$ cat config.mk
export PLATFORM = sky130hd
export DESIGN_NAME = reg_scan_display
export DESIGN_NICKNAME = d
export VERILOG_FILES = /design/src/rtl/reg_scan_display.sv
export SDC_FILE = /design/constraint.sdc
export NUM_CORES = 1
export LEC_CHECK = 0
export ABC_AREA = 1
export BUFFER_PORTS_ARGS = -buffer_cell sky130_fd_sc_hd__buf_2
export CAP_MARGIN = 40
export CORE_UTILIZATION = 55
export CTS_CLUSTER_SIZE = 24
export DETAILED_ROUTE_END_ITERATION = 16
export GPL_TIMING_DRIVEN = 0
export PLACE_DENSITY = 0.76
export SYNTH_ARGS = -nofsm -noshare
export SYNTH_HDL_FRONTEND = slang
export SYNTH_SLANG_ARGS = --single-unit
$ cat constraint.sdc
create_clock -name clk -period 1.9 [get_ports clk]
set_clock_uncertainty 0.2 [all_clocks]
set_input_delay 0.095 -clock clk [delete_from_list [all_inputs] [get_ports clk]]
set_output_delay 0.095 -clock clk [all_outputs]
set_load 0.05 [all_outputs]
$ cat src/rtl/reg_scan_display.sv
// Button debouncer: 2-FF sync, level filter, rising-level pulse; armed only after a clean release.
// Latency: 2 sync cycles + DEBOUNCE_CYCLES + 1 registered pulse cycle.
// No backpressure: a free-running sampler of a raw asynchronous input.
module reg_scan_debounce #(
    parameter int DEBOUNCE_CYCLES = 500000
) (
    input  logic clk,
    input  logic rst,
    input  logic btn,
    output logic pulse
);
    localparam int CW = $clog2(DEBOUNCE_CYCLES + 1);

    logic          sync_q1;
    logic          sync_q2;
    logic          level;
    logic          armed;
    logic [CW-1:0] cnt;
    logic [CW-1:0] quiet_cnt;

    always_ff @(posedge clk) begin
        if (!rst) begin
            sync_q1   <= 1'b0;
            sync_q2   <= 1'b0;
            level     <= 1'b0;
            armed     <= 1'b0;
            cnt       <= '0;
            quiet_cnt <= '0;
            pulse     <= 1'b0;
        end else begin
            sync_q1 <= btn;
            sync_q2 <= sync_q1;
            pulse   <= 1'b0;
            if (sync_q2 == level) begin
                cnt <= '0;
            end else if (cnt == CW'(DEBOUNCE_CYCLES - 1)) begin
                level <= sync_q2;
                cnt   <= '0;
                pulse <= sync_q2 & armed;
            end else begin
                cnt <= cnt + 1'b1;
            end
            // A button still held through reset must be seen released before it can step.
            if (sync_q2) begin
                quiet_cnt <= '0;
            end else if (quiet_cnt == CW'(DEBOUNCE_CYCLES - 1)) begin
                armed <= 1'b1;
            end else begin
                quiet_cnt <= quiet_cnt + 1'b1;
            end
        end
    end
endmodule

// Register-inspection front end: button-stepped reg_addr, settled capture of final_res, 4-digit hex display.
// Latency: address step 1 cycle after debounced pulse; capture SETTLE_CYCLES+1 cycles after the step.
// No backpressure: final_res is assumed valid SETTLE_CYCLES after reg_addr changes.
module reg_scan_display #(
    parameter int DEBOUNCE_CYCLES = 500000,
    parameter int SETTLE_CYCLES   = 4,
    parameter int REFRESH_BITS    = 18
) (
    input  logic        clk,
    input  logic        rst,
    input  logic        btn_next,
    input  logic        btn_prev,
    input  logic [15:0] final_res,
    output logic [4:0]  reg_addr,
    output logic        disp_valid,
    output logic [6:0]  seg,
    output logic [3:0]  an
);
    localparam int SW = (SETTLE_CYCLES > 1) ? $clog2(SETTLE_CYCLES) : 1;
    localparam logic [SW-1:0] SETTLE_LOAD = SW'(SETTLE_CYCLES - 1);

    typedef enum logic [1:0] {IDLE, SETTLE, CAPTURE} state_t;

    state_t                  state;
    state_t                  state_nxt;
    logic [SW-1:0]           settle_cnt;
    logic [SW-1:0]           settle_cnt_nxt;
    logic                    pulse_next;
    logic                    pulse_prev;
    logic                    addr_chg;
    logic                    capture_en;
    logic [15:0]             disp_val;
    logic [REFRESH_BITS-1:0] refresh;
    logic [1:0]              digit;
    logic [3:0]              nibble;

    reg_scan_debounce #(.DEBOUNCE_CYCLES(DEBOUNCE_CYCLES)) u_db_next (
        .clk   (clk),
        .rst   (rst),
        .btn   (btn_next),
        .pulse (pulse_next)
    );

    reg_scan_debounce #(.DEBOUNCE_CYCLES(DEBOUNCE_CYCLES)) u_db_prev (
        .clk   (clk),
        .rst   (rst),
        .btn   (btn_prev),
        .pulse (pulse_prev)
    );

    // Simultaneous next+prev cancel out and are not an address change.
    assign addr_chg = pulse_next ^ pulse_prev;

    always_ff @(posedge clk) begin
        if (!rst) begin
            reg_addr <= '0;
        end else if (pulse_next && !pulse_prev) begin
            reg_addr <= reg_addr + 5'd1;
        end else if (pulse_prev && !pulse_next) begin
            reg_addr <= reg_addr - 5'd1;
        end
    end

    always_ff @(posedge clk) begin
        if (!rst) begin
            state      <= IDLE;
            settle_cnt <= '0;
        end else begin
            state      <= state_nxt;
            settle_cnt <= settle_cnt_nxt;
        end
    end

    always_comb begin
        state_nxt      = state;
        settle_cnt_nxt = settle_cnt;
        case (state)
            IDLE: begin
                if (addr_chg) begin
                    state_nxt      = SETTLE;
                    settle_cnt_nxt = SETTLE_LOAD;
                end
            end
            SETTLE: begin
                if (addr_chg) begin
                    settle_cnt_nxt = SETTLE_LOAD;
                end else if (settle_cnt == '0) begin
                    state_nxt = CAPTURE;
                end else begin
                    settle_cnt_nxt = settle_cnt - 1'b1;
                end
            end
            CAPTURE: begin
                if (addr_chg) begin
                    state_nxt      = SETTLE;
                    settle_cnt_nxt = SETTLE_LOAD;
                end else begin
                    state_nxt = IDLE;
                end
            end
            default: state_nxt = IDLE;
        endcase
    end

    always_comb begin
        disp_valid = (state == IDLE);
        capture_en = (state == IDLE) || (state == CAPTURE);
    end

    always_ff @(posedge clk) begin
        if (!rst) begin
            disp_val <= '0;
        end else if (capture_en) begin
            disp_val <= final_res;
        end
    end

    function automatic logic [6:0] hex7(input logic [3:0] v);
        logic [6:0] s;
        case (v)
            4'h0: s = 7'b1000000;
            4'h1: s = 7'b1111001;
            4'h2: s = 7'b0100100;
            4'h3: s = 7'b0110000;
            4'h4: s = 7'b0011001;
            4'h5: s = 7'b0010010;
            4'h6: s = 7'b0000010;
            4'h7: s = 7'b1111000;
            4'h8: s = 7'b0000000;
            4'h9: s = 7'b0010000;
            4'hA: s = 7'b0001000;
            4'hB: s = 7'b0000011;
            4'hC: s = 7'b1000110;
            4'hD: s = 7'b0100001;
            4'hE: s = 7'b0000110;
            default: s = 7'b0001110;
        endcase
        return s;
    endfunction

    assign digit  = refresh[REFRESH_BITS-1 -: 2];
    assign nibble = disp_val[{digit, 2'b00} +: 4];

    // an and seg share one register stage so the lit digit always matches its pattern.
    always_ff @(posedge clk) begin
        if (!rst) begin
            refresh <= '0;
            an      <= 4'b1110;
            seg     <= 7'b1000000;
        end else begin
            refresh <= refresh + 1'b1;
            an      <= ~(4'b0001 << digit);
            seg     <= hex7(nibble);
        end
    end
endmodule

Word level (Yosys, flattened, before mapping)
Memories as Yosys holds them, arrays and structs flattened. A register that Yosys moved wholly into a read port is not among the register bits.
Index checks and enable logic that the tools add are counted.
{"block": "totals", "mem_bits_ro": 112, "inputBits": 20, "mem_count": 1, "regBits": 133, "elab_cells": 89, "out_inout_bits": 17}
{"name": "(name not given)", "words": 16, "word_bits": 7, "read_ports": 1, "rd_clocked_by_memory_dff": 1, "write_ports": 0, "line": "174", "source": "case (v)"}
{"block": "classes", "muxes": 11, "n_eq_ne": 13, "n_reduce_logical": 23, "bitwise_logic": 11, "shifts": 2, "addsub": 8}
{"cell": "19-bit by 1-bit adder with 19-bit output (second input constant)", "n": 4}
{"cell": "19-bit == test (second input constant)", "n": 4}
{"cell": "18-bit by 1-bit adder with 18-bit output (second input constant)", "n": 1}
{"cell": "16-bit by 5-bit variable part select with 4-bit output", "n": 1}
{"cell": "2-bit two-way mux", "n": 6}
{"cell": "3-bit OR reduction", "n": 4}
{"cell": "5-bit two-way mux", "n": 2}
{"cell": "2-bit AND reduction", "n": 4}
{"cell": "1-bit NOT", "n": 7}
{"cell": "2-bit one-hot mux with 3 select lines", "n": 1}
{"cell": "3-bit AND reduction", "n": 2}
{"cell": "2-bit OR reduction", "n": 3}
{"cell": "5-bit by 1-bit adder with 5-bit output (second input constant)", "n": 1}
{"cell": "5-bit by 1-bit subtractor with 5-bit output (second input constant)", "n": 1}
{"cell": "2-bit zero test", "n": 2}
{"cell": "2-bit by 1-bit inequality test with 1-bit output (second input constant)", "n": 2}
{"cell": "2-bit inequality test (second input constant)", "n": 2}
{"cell": "4-bit NOT", "n": 1}
{"cell": "2-bit one-hot mux with 2 select lines", "n": 1}
{"cell": "2-bit nonzero test", "n": 2}
{"cell": "1-bit by 2-bit << shifter with 4-bit output (first input constant)", "n": 1}
{"cell": "1-bit zero test", "n": 3}
{"cell": "3-bit inequality test (second input constant)", "n": 1}
{"cell": "1-bit AND", "n": 2}
{"cell": "other kinds (8)", "n": 10}

Logic depth before layout (Yosys ltp)
{"block": "depth", "depth_word": 4, "mapped_depth": 12, "depth_no_buf": 11}

By module
A second synthesis with hierarchy kept.
{"block": "hier_totals", "cells_unflattened": 982, "hier_area_um2": 7006.7}
{"module": "reg_scan_debounce", "n_inst": 2, "area_each_um2": 2229.6, "seq_area_each_um2": 860.8, "cells_each": 310}
{"module": "reg_scan_display", "n_inst": 1, "area_each_um2": 2547.4, "seq_area_each_um2": 1081.0, "cells_each": 362}

Worst setup path before layout
OpenSTA, ideal clock, no wires.
{"block": "synth_timing", "kind": "register to register", "start": "register reg_addr[0]", "end": "register reg_addr[4]", "slack_ns": -0.097, "t_required_ns": 1.630, "setup_ns": 0.070, "t_arrival_ns": 1.726, "synth_period_minus_slack_ns": 1.997, "path_buffers": 0, "path_stages_with_launch": 9, "path_cell_list": "dfxtp_1 > inv_1 > fa_1 > inv_1 > nand3_1 > nand2_1 > xor2_1 > nand2_1 > a21oi_1"}
{"block": "synth_via", "elab_chain_cells": 3, "word_cells_on_any_way": 4, "cone_classes": "2 x add/sub; 2 x mux"}
{"item": "start: declaration", "line": "68", "source": "output logic [4:0] reg_addr,"}
{"item": "start signal: assignment", "line": "112", "source": "reg_addr <= reg_addr + 5'd1;"}
{"item": "start signal: assignment", "line": "114", "source": "reg_addr <= reg_addr - 5'd1;"}
{"item": "5-bit by 1-bit subtractor with 5-bit output", "line": "114"}
{"item": "5-bit two-way mux", "line": "113", "source": "end else if (pulse_prev && !pulse_next) begin"}
{"item": "5-bit two-way mux *", "line": "111", "source": "end else if (pulse_next && !pulse_prev) begin"}
Every way passes the cells marked *; elsewhere a longest branch is shown, timed or not. The select of a mux whose other input is x is not followed.
A chain may end at the register's enable or synchronous reset.

Final worst setup path
{"block": "layout_timing", "start": "register u_db_next.pulse", "end": "register reg_addr[4]"}
{"block": "layout_via", "elab_chain_cells": 3, "word_cells_on_any_way": 5, "cone_classes": "1 x mux; 4 x reduce/logical"}
{"item": "start: declaration", "line": "10", "source": "output logic pulse"}
{"item": "start signal: assignment", "line": "39", "source": "pulse <= sync_q2 & armed;"}
{"item": "1-bit zero test", "line": "113"}
{"item": "1-bit logical AND", "line": "113"}
{"item": "2-bit nonzero test (no source line)"}
Several ways; a longest one is shown, not always the timed one.

==> run metrics <==
outcome=completed; Root Buffer=sky130_fd_sc_hd__clkbuf_16; number of buffers on the longest clock path=2; worst-path cell with the longest stage delay=sky130_fd_sc_hd__ha_1; TritonCTS clock tree=built; post-synth net total=1,030; die width=114 um; total standard cell area after synthesis=0.00692 sq mm; dominant combinational cell family by area after synthesis=simple AND/OR/NAND/NOR gates; number of global-route vias before repair=5,782; Final setup violation count=0; final standard cell area without fillers=0.00815 sq mm; remaining global-route overflow=0; Worst Hold Slack=0.176 ns; final antenna-violating net count=0; Synth-to-Final Area Change=17.8%; Finished Layout Cells=1,249; compound-gate portion of the synthesized area=9.04%; Min-Delay Path Class=in2reg; Post-route DRC=0; die extent in y=114 um; Power Dens Cells=780 mW/mm^2; Cell Area, Placed=0.00731 sq mm; Mean Syn Cell Area=6.97 sq um; required time of the critical path=2.00 ns; final worst-path setup slack=0.0249 ns; fraction of synthesized area in multiplexers=0%; CTS H-Tree Depth=4; nature of the critical path endpoint=register; maxcap violations=0; routed length on met3=540 um; routed metal-1 wire length=7080 um; post-route setup TNS=0 ns; crit path DAT=1.97 ns; sequence of cells on the critical path=ha_2, inv_1, ha_1, a21oi_1, nand2_1, xor2_1, nand2_1, a21oi_1; number of distinct library cell variants in the gate-level netlist after synthesis=39; delay of the slowest cell on the worst path=0.35 ns; vias per cell=5.12; top routing layer used=met4; worst setup timing slack at the placement stage=-0.112 ns; Initial DRT Pass Iterations=5; clk slew on worst S/H paths=0.06 ns; gpl congestion=0.896; estimated wirelength of the detail-placed design=10,500 um; critical path class=reg2reg; final critical-path share of the clock period=98.7%; internal portion of total power=4.94 mW; number of hold violations in the final report=0; Placed Cells incl. Taps=1,195; worst vdd ir=0.593 mV; Psw=1.42 mW; Gate power share=4.9%; ratio of cells with drive above 1 in the final layout=12.3%; share of the yosys chip area belonging to registers=40.5%; flip-flop and latch count after synthesis=140; cell count after synthesis=992; worst relative slew slack=59.0%; unrepaired setup endpoints after global routing=true; Routed WL per cell=12.2 um; initial detailed-routing violation count=344; vias post-DR=6,397; Design Power=6.36 mW; most instantiated flip-flop cell in the synthesis netlist=sky130_fd_sc_hd__dfxtp_1; final-stage net count=1,108; synthesized-area fraction occupied by and/or/nand/nor cells=34.5%; yosys warns=0; Switching Share=22.3%; I/O Pins=37; category of the worst setup path launch point=register; post-detailed-routing wire length=15,300 um; number of buffers inserted during clock tree synthesis=17; asr flop ratio synth=0%; initial antenna violation count=0; largest fanout on the critical path=4; initial core utilization=56.9%; cell row count=40; I/O Buffers=35; Flop pwr share=47.4%; amount of wire on met2 after detailed routing=7360 um; Antenna Diode Count=0; global-route wire length before repair=25,500 um; area share of xor/xnor cells in the synthesized design=4.43%; clock period minus final worst setup slack=1.88 ns; Tot GR Track Use=24.7%; final slew viol count=0; Die Area=0.0130 sq mm; FMAX=533 MHz; Final Util=67.0%; relative contribution of the clock network to total power=47.7%; maximum number of pins on one net before global-route repair=17; Post-synth EDFFs=0; reported leakage power=3.14 nW; clock network latency to the later pin of the worst-skew pair=0.44 ns; transition at the pin with the smallest max-transition slack=0.615 ns; number of sinks handled by clock tree synthesis=140; core footprint=0.0122 sq mm; Synth Area in Adders=3.36%
[power groups by stage]
| stage | logic, mW | registers [mW] | clock network [mW] |
|---|---|---|---|
| after floorplan | 0.148 | 3.11 | 0 |
| after global placement | 0.256 | 3.08 | 0 |
| after detailed placement | 0.259 | 3.08 | 0 |
| after CTS | 0.291 | 3.01 | 3.08 |
| after global routing | 0.342 | 3.02 | 3.21 |
| final | 0.309 | 3.01 | 3.03 |
[layer usage]
| metal | vias up | GRT usage [%] |
|---|---|---|
| li1 | 3346 | - |
| met1 | 2915 | 30.1 |
| met2 | 113 | 41.9 |
| met3 | 23 | 5.51 |
| met4 | 0 | 10.6 |
| met5 | - | 0 |
[flip-flops by register name (all words and copies together) (netlist names), 2 cells and up]
| name | count |
|---|---|
| settle_cnt | 2 |
| an | 4 |
| seg | 7 |
| state | 2 |
| u_db_prev.quiet_cnt | 19 |
| u_db_next.quiet_cnt | 19 |
| reg_addr | 5 |
| u_db_next.cnt | 19 |
| u_db_prev.cnt | 19 |
| refresh | 18 |
| disp_val | 16 |
[worst paths after layout]
check	startpoint	end	slack, ns	depth (start not counted)
setup / recovery	u_db_next.pulse$_SDFF_PP0_	reg_addr[4]$_SDFFE_PN0N_	0.02	8
hold / removal	btn_prev	u_db_prev.sync_q1$_SDFF_PN0_	0.18	4
setup reg to reg	u_db_next.pulse$_SDFF_PP0_	reg_addr[4]$_SDFFE_PN0N_	0.02	8
hold reg to reg	u_db_prev.sync_q1$_SDFF_PN0_	u_db_prev.sync_q2$_SDFF_PN0_	0.21	2
[cell usage in the layout, fill, tap and decap left out, types with 6 or more instances in the layout]
cell type and count:
sky130_fd_sc_hd__nand2_1 198, sky130_fd_sc_hd__nor2_1 161, sky130_fd_sc_hd__dfxtp_1 137, sky130_fd_sc_hd__inv_1 117, sky130_fd_sc_hd__nand3_1 63, sky130_fd_sc_hd__a21oi_1 59
sky130_fd_sc_hd__o21ai_0 51, sky130_fd_sc_hd__buf_2 39, sky130_fd_sc_hd__nand4_1 38, sky130_fd_sc_hd__xor2_1 25, sky130_fd_sc_hd__nor3_1 24, sky130_fd_sc_hd__dlygate4sd3_1 19
sky130_fd_sc_hd__clkbuf_16 17, sky130_fd_sc_hd__nand2_2 16, sky130_fd_sc_hd__ha_1 15, sky130_fd_sc_hd__clkbuf_1 11, sky130_fd_sc_hd__xnor2_1 10, sky130_fd_sc_hd__nor2_2 9
sky130_fd_sc_hd__buf_4 6, sky130_fd_sc_hd__nand3_2 6
[final cells by class]
type                    instances  area [sq um]
repair buffers                 59           400
fillers                      1088          4010
well taps                     168           210
clock inverters                 8          70.1
clock buffers                  22           464
flip-flops and latches        140          2810
multi-input cells             711          3620
inverters                     122           460
plain buffers                  19           114
[logic make-up (layout without fill, tap and decap cells)]
kind of cell,after synthesis,count (layout)
buffers and inverters,141,230
AND/OR/NAND/NOR,536,536
AO/OA/AOI/OAI,122,122
flip-flops,140,140
XOR/XNOR,35,35
adder cells (fa/ha/maj),18,18
[critical path: cells and delay by family, from the launching register on]
kind | cells | cell delay, ns
AND/OR/NAND/NOR | 2 | 0.14
flip-flops | 1 | 0.33
buffers and inverters | 1 | 0.12
AO/OA/AOI/OAI | 2 | 0.23
adder cells (fa/ha/maj) | 2 | 0.57
XOR/XNOR | 1 | 0.14
[Yosys cell counts, types with 10 or more instances]
| cell | count | share of area [%] |
|---|---|---|
| sky130_fd_sc_hd__a21oi_1 | 62 | 4.5 |
| sky130_fd_sc_hd__dfxtp_1 | 140 | 41 |
| sky130_fd_sc_hd__ha_1 | 17 | 3.1 |
| sky130_fd_sc_hd__inv_1 | 118 | 6.4 |
| sky130_fd_sc_hd__nand2_1 | 202 | 11 |
| sky130_fd_sc_hd__nand2_2 | 13 | 1.2 |
| sky130_fd_sc_hd__nand3_1 | 65 | 4.7 |
| sky130_fd_sc_hd__nand4_1 | 38 | 3.4 |
| sky130_fd_sc_hd__nor2_1 | 163 | 8.8 |
| sky130_fd_sc_hd__nor3_1 | 24 | 1.7 |
| sky130_fd_sc_hd__o21ai_0 | 54 | 3.9 |
| sky130_fd_sc_hd__xnor2_1 | 10 | 1.3 |
| sky130_fd_sc_hd__xor2_1 | 25 | 3.2 |
[timing repair]
item                                    4_1_cts  5_1_grt
buffers inserted                              0        4
endpoints found under the setup margin        5       24
resized for setup                             5       22
pin swaps                                     0        3
gates cloned                                  0        1
hold endpoints to repair                     23        0
hold buffers                                 19        0
Power figures use the tool's default switching activity.
